==> src/rtl/hazard_scoreboard_unit.sv <==
// Hazard detection, forwarding select and mult/div scoreboard for the 5-stage MIPS pipeline,
// with saturating stall/flush performance counters.
module hazard_scoreboard_unit #(
    parameter int REG_W  = 5,
    parameter int MD_LAT = 4,
    parameter int CNT_W  = 16
) (
    input  logic             clk,
    input  logic             reset,
    input  logic [REG_W-1:0] RsD,
    input  logic [REG_W-1:0] RtD,
    input  logic [REG_W-1:0] RsE,
    input  logic [REG_W-1:0] RtE,
    input  logic [REG_W-1:0] WriteRegE,
    input  logic [REG_W-1:0] WriteRegM,
    input  logic [REG_W-1:0] WriteRegW,
    input  logic             RegWriteE,
    input  logic             RegWriteM,
    input  logic             RegWriteW,
    input  logic             MemtoRegE,
    input  logic             MemtoRegM,
    input  logic             BranchD,
    input  logic             PCSrcD,
    input  logic             JumpD,
    input  logic             MulDivD,
    input  logic             HiLoReadD,
    input  logic             MulDivStartE,
    input  logic             CntClear,
    output logic             StallF,
    output logic             StallD,
    output logic             FlushE,
    output logic             FlushD,
    output logic [1:0]       ForwardAD,
    output logic [1:0]       ForwardBD,
    output logic [1:0]       ForwardAE,
    output logic [1:0]       ForwardBE,
    output logic             MulDivBusy,
    output logic [CNT_W-1:0] StallCount,
    output logic [CNT_W-1:0] FlushCount
);

    localparam int MD_W = 8;

    logic [MD_W-1:0] md_cnt;
    logic            e_dst_ok, m_dst_ok, w_dst_ok, m_load_ok;
    logic            lu, br, md, stall;

    // A zero destination never matches, so register 0 can't stall or forward.
    assign e_dst_ok  = (WriteRegE != '0);
    assign m_dst_ok  = RegWriteM & (WriteRegM != '0);
    assign w_dst_ok  = RegWriteW & (WriteRegW != '0);
    assign m_load_ok = MemtoRegM & (WriteRegM != '0);

    assign lu = MemtoRegE & e_dst_ok & ((WriteRegE == RsD) | (WriteRegE == RtD));
    assign br = BranchD &
                ((RegWriteE & e_dst_ok & ((WriteRegE == RsD) | (WriteRegE == RtD))) |
                 (m_load_ok & ((WriteRegM == RsD) | (WriteRegM == RtD))));
    assign md = (MulDivBusy | MulDivStartE) & (MulDivD | HiLoReadD);

    assign stall  = lu | br | md;
    assign StallF = stall;
    assign StallD = stall;
    assign FlushE = stall;
    assign FlushD = (PCSrcD | JumpD) & ~stall;

    always_comb begin
        ForwardAD = 2'b00;
        ForwardBD = 2'b00;
        ForwardAE = 2'b00;
        ForwardBE = 2'b00;
        if (m_dst_ok && WriteRegM == RsD)      ForwardAD = 2'b01;
        else if (w_dst_ok && WriteRegW == RsD) ForwardAD = 2'b10;
        if (m_dst_ok && WriteRegM == RtD)      ForwardBD = 2'b01;
        else if (w_dst_ok && WriteRegW == RtD) ForwardBD = 2'b10;
        if (m_dst_ok && WriteRegM == RsE)      ForwardAE = 2'b10;
        else if (w_dst_ok && WriteRegW == RsE) ForwardAE = 2'b01;
        if (m_dst_ok && WriteRegM == RtE)      ForwardBE = 2'b10;
        else if (w_dst_ok && WriteRegW == RtE) ForwardBE = 2'b01;
    end

    assign MulDivBusy = (md_cnt != '0);

    always_ff @(posedge clk) begin
        if (reset) begin
            md_cnt <= '0;
        end else if (MulDivStartE) begin
            md_cnt <= MD_W'(MD_LAT);
        end else if (md_cnt != '0) begin
            md_cnt <= md_cnt - MD_W'(1);
        end
    end

    always_ff @(posedge clk) begin
        if (reset || CntClear) begin
            StallCount <= '0;
            FlushCount <= '0;
        end else begin
            if (StallD && StallCount != '1) StallCount <= StallCount + CNT_W'(1);
            if (FlushD && FlushCount != '1) FlushCount <= FlushCount + CNT_W'(1);
        end
    end

endmodule

==> config.mk <==
export PLATFORM = sky130hd
export DESIGN_NAME = hazard_scoreboard_unit
export DESIGN_NICKNAME = d
export VERILOG_FILES = /design/src/rtl/hazard_scoreboard_unit.sv
export SDC_FILE = /design/constraint.sdc
export NUM_CORES = 1
export LEC_CHECK = 0
export CORE_MARGIN = 4
export CORE_UTILIZATION = 46
export DETAILED_ROUTE_END_ITERATION = 16
export GPL_ROUTABILITY_DRIVEN = 0
export PLACE_DENSITY = 0.81
export SLEW_MARGIN = 0
export SYNTH_ARGS = -nofsm -noshare
export SYNTH_HDL_FRONTEND = slang
export SYNTH_SLANG_ARGS = --single-unit
export TNS_END_PERCENT = 5
==> constraint.sdc <==
create_clock -name clk -period 2.9 [get_ports clk]
set_clock_uncertainty 0.1 [all_clocks]
set_input_delay 0.29 -clock clk [delete_from_list [all_inputs] [get_ports clk]]
set_output_delay 0.29 -clock clk [all_outputs]
set_load 0.02 [all_outputs]
# Word level (Yosys, flattened, before mapping)
# Index checks and enable logic that the tools add are counted.
[word_totals]
regBits = 40
word_cells = 66
output_inout_bits = 45
[op_classes]
reduce_logical = 17
bitwise_logic = 20
muxes = 10
n_eq_ne = 12
n_addsub = 3
[ops]
columns = ["op", "n"]
rows = [
  ["$eq A5 B5 Y1", 10],
  ["$add A16 B1 Y16 const B", 2],
  ["$ne A16 B16 Y1 const B", 2],
  ["$reduce_bool A5 Y1", 3],
  ["$mux W2", 6],
  ["$and A1 B1 Y1", 11],
  ["$logic_and A1 B1 Y1", 10],
  ["$or A1 B1 Y1", 8],
  ["$reduce_bool A8 Y1", 1],
  ["$sub A8 B1 Y8 const B", 1],
  ["$mux W3", 2],
  ["$mux W1", 2],
  ["$reduce_bool A2 Y1", 1],
  ["$reduce_or A2 Y1", 1],
  ["$logic_or A1 B1 Y1", 1],
  ["$not A1 Y1", 1],
]

# Logic depth before layout (Yosys ltp)
# Gate-level depths: netlist of run 1.
[depth]
ltp_word = 10
depth_mapped = 11
depth_no_buf = 9

# Least setup slack after synthesis of run 1
# Ideal clock, no wire load.
[synth_path]
path_kind = "reg2out"
start = "register md_cnt[0]"
end = "output port FlushD"
slack_ns = 0.456
t_arrival_ns = 2.054
stages_incl_launch_ff = 11
path_cell_list = "dfxtp_1 > inv_1 > ha_1 > nor4b_2 > nand2_1 > o22ai_1 > o21a_1 > nand3_2 > clkbuf_1 > clkbuf_1 > inv_1"
[synth_via]
elab_chain_cells = 6
[synth_rtl]
columns = ["element", "line", "text"]
rows = [
  ["from (decl)", "44", "logic [MD_W-1:0] md_cnt;"],
  ["from (signal assigned)", "87", "md_cnt <= MD_W'(MD_LAT);"],
  ["from (signal assigned)", "89", "md_cnt <= md_cnt - MD_W'(1);"],
  ["$reduce_bool A8 Y1", "81", "assign MulDivBusy = (md_cnt != '0);"],
  ["named net MulDivBusy", "37", "output logic MulDivBusy,"],
  ["$or A1 B1 Y1", "58", "assign md = (MulDivBusy | MulDivStartE) & (MulDivD | HiLoReadD);"],
  ["$and A1 B1 Y1", "58", ""],
  ["$or A1 B1 Y1", "60", "assign stall = lu | br | md;"],
  ["$not A1 Y1", "64", "assign FlushD = (PCSrcD | JumpD) & ~stall;"],
  ["$and A1 B1 Y1", "64", ""],
  ["to (decl)", "32", "output logic FlushD,"],
]
# The timed path passes the listed nets, and every way through them passes these cells.

# Worst setup path after layout of run 1
[layout_path]
start = "input port WriteRegW[3]"
end = "output port ForwardAE[0]"
[layout_via]
elab_chain_cells = 5
word_cells_on_any_way = 6
classes_between = "1 x eq/ne; 2 x mux; 1 x bitwise; 2 x reduce/logical"
[layout_rtl]
columns = ["element", "line", "text"]
rows = [
  ["from (decl)", "16", "input logic [REG_W-1:0] WriteRegW,"],
  ["$reduce_bool A5 Y1", "51", "assign w_dst_ok = RegWriteW & (WriteRegW != '0);"],
  ["$and A1 B1 Y1", "51", ""],
  ["$logic_and A1 B1 Y1 *", "76", "else if (w_dst_ok && WriteRegW == RsE) ForwardAE = 2'b01;"],
  ["$mux W1 *", "76", ""],
  ["$mux W2 *", "75", "if (m_dst_ok && WriteRegM == RsE) ForwardAE = 2'b10;"],
  ["to (decl)", "35", "output logic [1:0] ForwardAE,"],
]
# Every way passes the cells marked *; elsewhere a longest branch is shown, timed or not.

==> reports/metrics.cfg, run 1 <==
[sta]
finalHoldViolCount = 0
holdWs_ns = 0.3779
tightestPinTransition_ns = 0.7284
fmax_mhz = 352.8
slew_violations = 0
setup_viol = 0
fin_crit_ns = 2.834
slew_headroom_pct = 51.44
rsz0062_at_grt = false
period_share_pct = 97.73
fin_tns_setup_ns = 0

[power]
p_comb_share_pct = 38.3
leakagePower_uw = 0.001409
seqPwrFrac_pct = 39.5
switchingPower_uw = 520.5
swShare_pct = 33.67
peakVddDrop_v = 0.0003470
power_density_mw_per_mm2 = 400.7
fin_total_pwr_uw = 1546
power.share.clock_pct = 22.2
p_int_uw = 1025

[detailed_routing]
wl_um = 7347
dr.first_iter.drc_count = 229
final_antenna_net_count = 0
vias = 2894
dr.pass1.iters = 4
viasPerCell = 5.686
wire_per_inst_um = 14.43
drc_errors = 0

[yosys]
synth-seq-cells = 40
synthCells = 345
ys_warn_count = 0
synth.distinct_cells = 38
syn_area_per_cell_um2 = 7.950
netlist_area_mm2 = 0.002743
synth_nets = 398
yosysSeqAreaShare_pct = 29.20

[floorplanning]
die_w_um = 85.22
io_pins = 94
die_h_um = 85.22
coreArea_mm2 = 0.005642
row_count = 27
die_area_mm2 = 0.007262
initial_core_util_pct = 48.61

[clock_network]
clk_pin_slew_ns = 0.07
hold_buffers = 0
cts.path.max_buffers = 2
clkSinkCount = 40
cts-root-buf = clkbuf_8
clk_latency_ns = 0.28
tritoncts = yes
htree_num_levels = 2
cts_buffers = 5

[hold_path]
worstHoldStart = md_cnt[5]
holdPathStages = 2
min_path_type = reg2reg
hold_end = md_cnt[5]

[final_layout]
antenna_cells = 0
final_cell_area_mm2 = 0.003857
final_cell_mix = clkdlybuf4s50_1 (87), dfxtp_1 (40), xor2_1 (35), a21oi_1 (28), nand2_1 (26)
final_common_cell = clkdlybuf4s50_1
syn_to_final_growth_pct = 40.65
layout-drive-gt1-share_pct = 6.865
num-nets-final = 490
stdcell_count = 509

[outcome]
status = finished, final reports clean

[critical_path]
crit_type = in2out
r2r_end = FlushCount[13]
setup.worst_path.start_class = input port
endpoint_kind = output port
reg2regPathDepth = 10
cp_data_required_time_ns = 2.51
worstPathArrival_ns = 2.44
reg2reg_slack_ns = 0.54
r2r-start = md_cnt[0]
cp_max_fo = 4

[global_routing]
antenna_found_initial = 0
grt_overflow = 0
grt_pass1_vias = 2739
grt_max_degree = 27
grt_pass1_wl_um = 12290
globalRouteTotalUtil_pct = 20.16

[placement]
placed_cells = 502
io_buffer_count = 93
hpwl_um = 5841
postPlaceCellArea_mm2 = 0.003759

[flow_run]
timing.max_cap.violations = 0

-- metal layers --
layer / global-route usage (%) / routed length [um]
met5: 0 / 0
met4: 6.331 / 154
met3: 3.883 / 472
met2: 35.66 / 3493
met1: 24.45 / 3227
-- layout make-up --
class / instances / area, um2
clock buffer: 6 / 72.57
clock inverter: 1 / 5.005
fill: 480 / 1784
inverter: 8 / 30.03
multi-input combinational: 270 / 1770
sequential: 40 / 800.8
tap: 72 / 90.09
timing repair buffer: 112 / 1089
-- worst max-delay path, stage by stage --
cell and delay, ns:
clkdlybuf4s50_1 0.52, or4_1 0.13, o21ai_0 0.14, or4_1 0.55, nor4_1 0.17, clkdlybuf4s50_1 0.65
-- kinds of logic (layout without fill, tap and decap cells) --
logic type	count (synthesis)	in the layout	synth area share, %
AOI/OAI and AO/OA	67	67	15.24
xor gates and xnor gates	54	54	17.24
adders and majority gates	4	4	1.825
buffers and inverters	35	127	6.478
DFF	40	40	29.20
muxes	4	4	1.460
and+or+nand+nor	141	141	28.56
-- sequential cells by signal, summed over array words and instances (netlist names) --
register	cells
md_cnt	8
StallCount	16
FlushCount	16
-- cells in the mapped netlist --
master	count	area, um2
dfxtp_1	40	800.8
xor2_1	35	306.5
a21oi_1	28	140.1
nand2_1	26	97.59
nand3_1	24	120.1
or4_1	23	172.7
xnor2_1	19	166.4
o31ai_1	16	120.1
nor2_1	14	52.55
clkbuf_1	13	48.80
nor3_1	13	65.06
and3_1	11	68.82
or3_1	11	68.82
o21ai_0	9	45.04
inv_1	8	30.03
buf_2	7	35.03
nor4_1	7	43.79
buf_6	4	45.04
ha_1	4	50.05
mux2i_1	4	40.04
nand4_1	4	25.02
o211ai_1	3	22.52
o41ai_1	3	26.28
and2_1	2	12.51
buf_4	2	15.01
o21a_1	2	15.01
o311ai_0	2	17.52
a2111oi_0	1	8.760
a21o_1	1	7.510
and4_1	1	8.760
buf_1	1	3.750
nand2b_1	1	6.260
nand3_2	1	10.01
nor3_2	1	10.01
nor4b_2	1	15.01
o22ai_1	1	6.260
o31a_1	1	8.760
or2_2	1	6.260
-- power groups by stage --
stage | registers, uW | clock network [uW] | logic [uW]
after floorplan | 622 | 0 | 375
after global placement | 622 | 0 | 579
after detailed placement | 623 | 0 | 591
after CTS | 611 | 350 | 595
after global routing | 615 | 381 | 656
final | 611 | 342 | 592
-- how the worst max path moves through the flow --
stage | startpoint | endpoint | depth (start not counted)
6_report | WriteRegW[3] | ForwardAE[0] | 6
2_1_floorplan | md_cnt[0] | FlushD | 10
5_1_grt | WriteRegW[3] | ForwardAE[0] | 6
4_1_cts | WriteRegW[3] | ForwardBD[1] | 6
3_3_place_gp | WriteRegM[2] | FlushE | 8
3_5_place_dp | WriteRegW[3] | ForwardBD[1] | 6
-- through the flow --
| step | utilization, % | setup WS [ns] |
|---|---|---|
| CTS | 68.00 | 0.007158 |
| finish | 68.37 | 0.06578 |
| floorplan | - | 0.4564 |
| global route | 68.37 | 0.007151 |
| detailed placement | 66.62 | 0.03190 |
| global placement | 66.62 | 0.07762 |
-- timing repair --
action	in CTS	in global routing
gates resized for setup	0	7
setup endpoints to repair	0	7
buffers inserted	0	0
Power figures use the tool's default switching activity.
==> run 2: changes to the inputs <==
--- a/config.mk
+++ b/config.mk
@@ -5,6 +5,7 @@
 export SDC_FILE = /design/constraint.sdc
 export NUM_CORES = 1
 export LEC_CHECK = 0
+export ABC_CLOCK_PERIOD_IN_PS = 2900
 export CORE_MARGIN = 4
 export CORE_UTILIZATION = 46
 export DETAILED_ROUTE_END_ITERATION = 16
==> results of run 2 <==
Same layout as run 1: the final DEF is identical, and so are final timing and power.
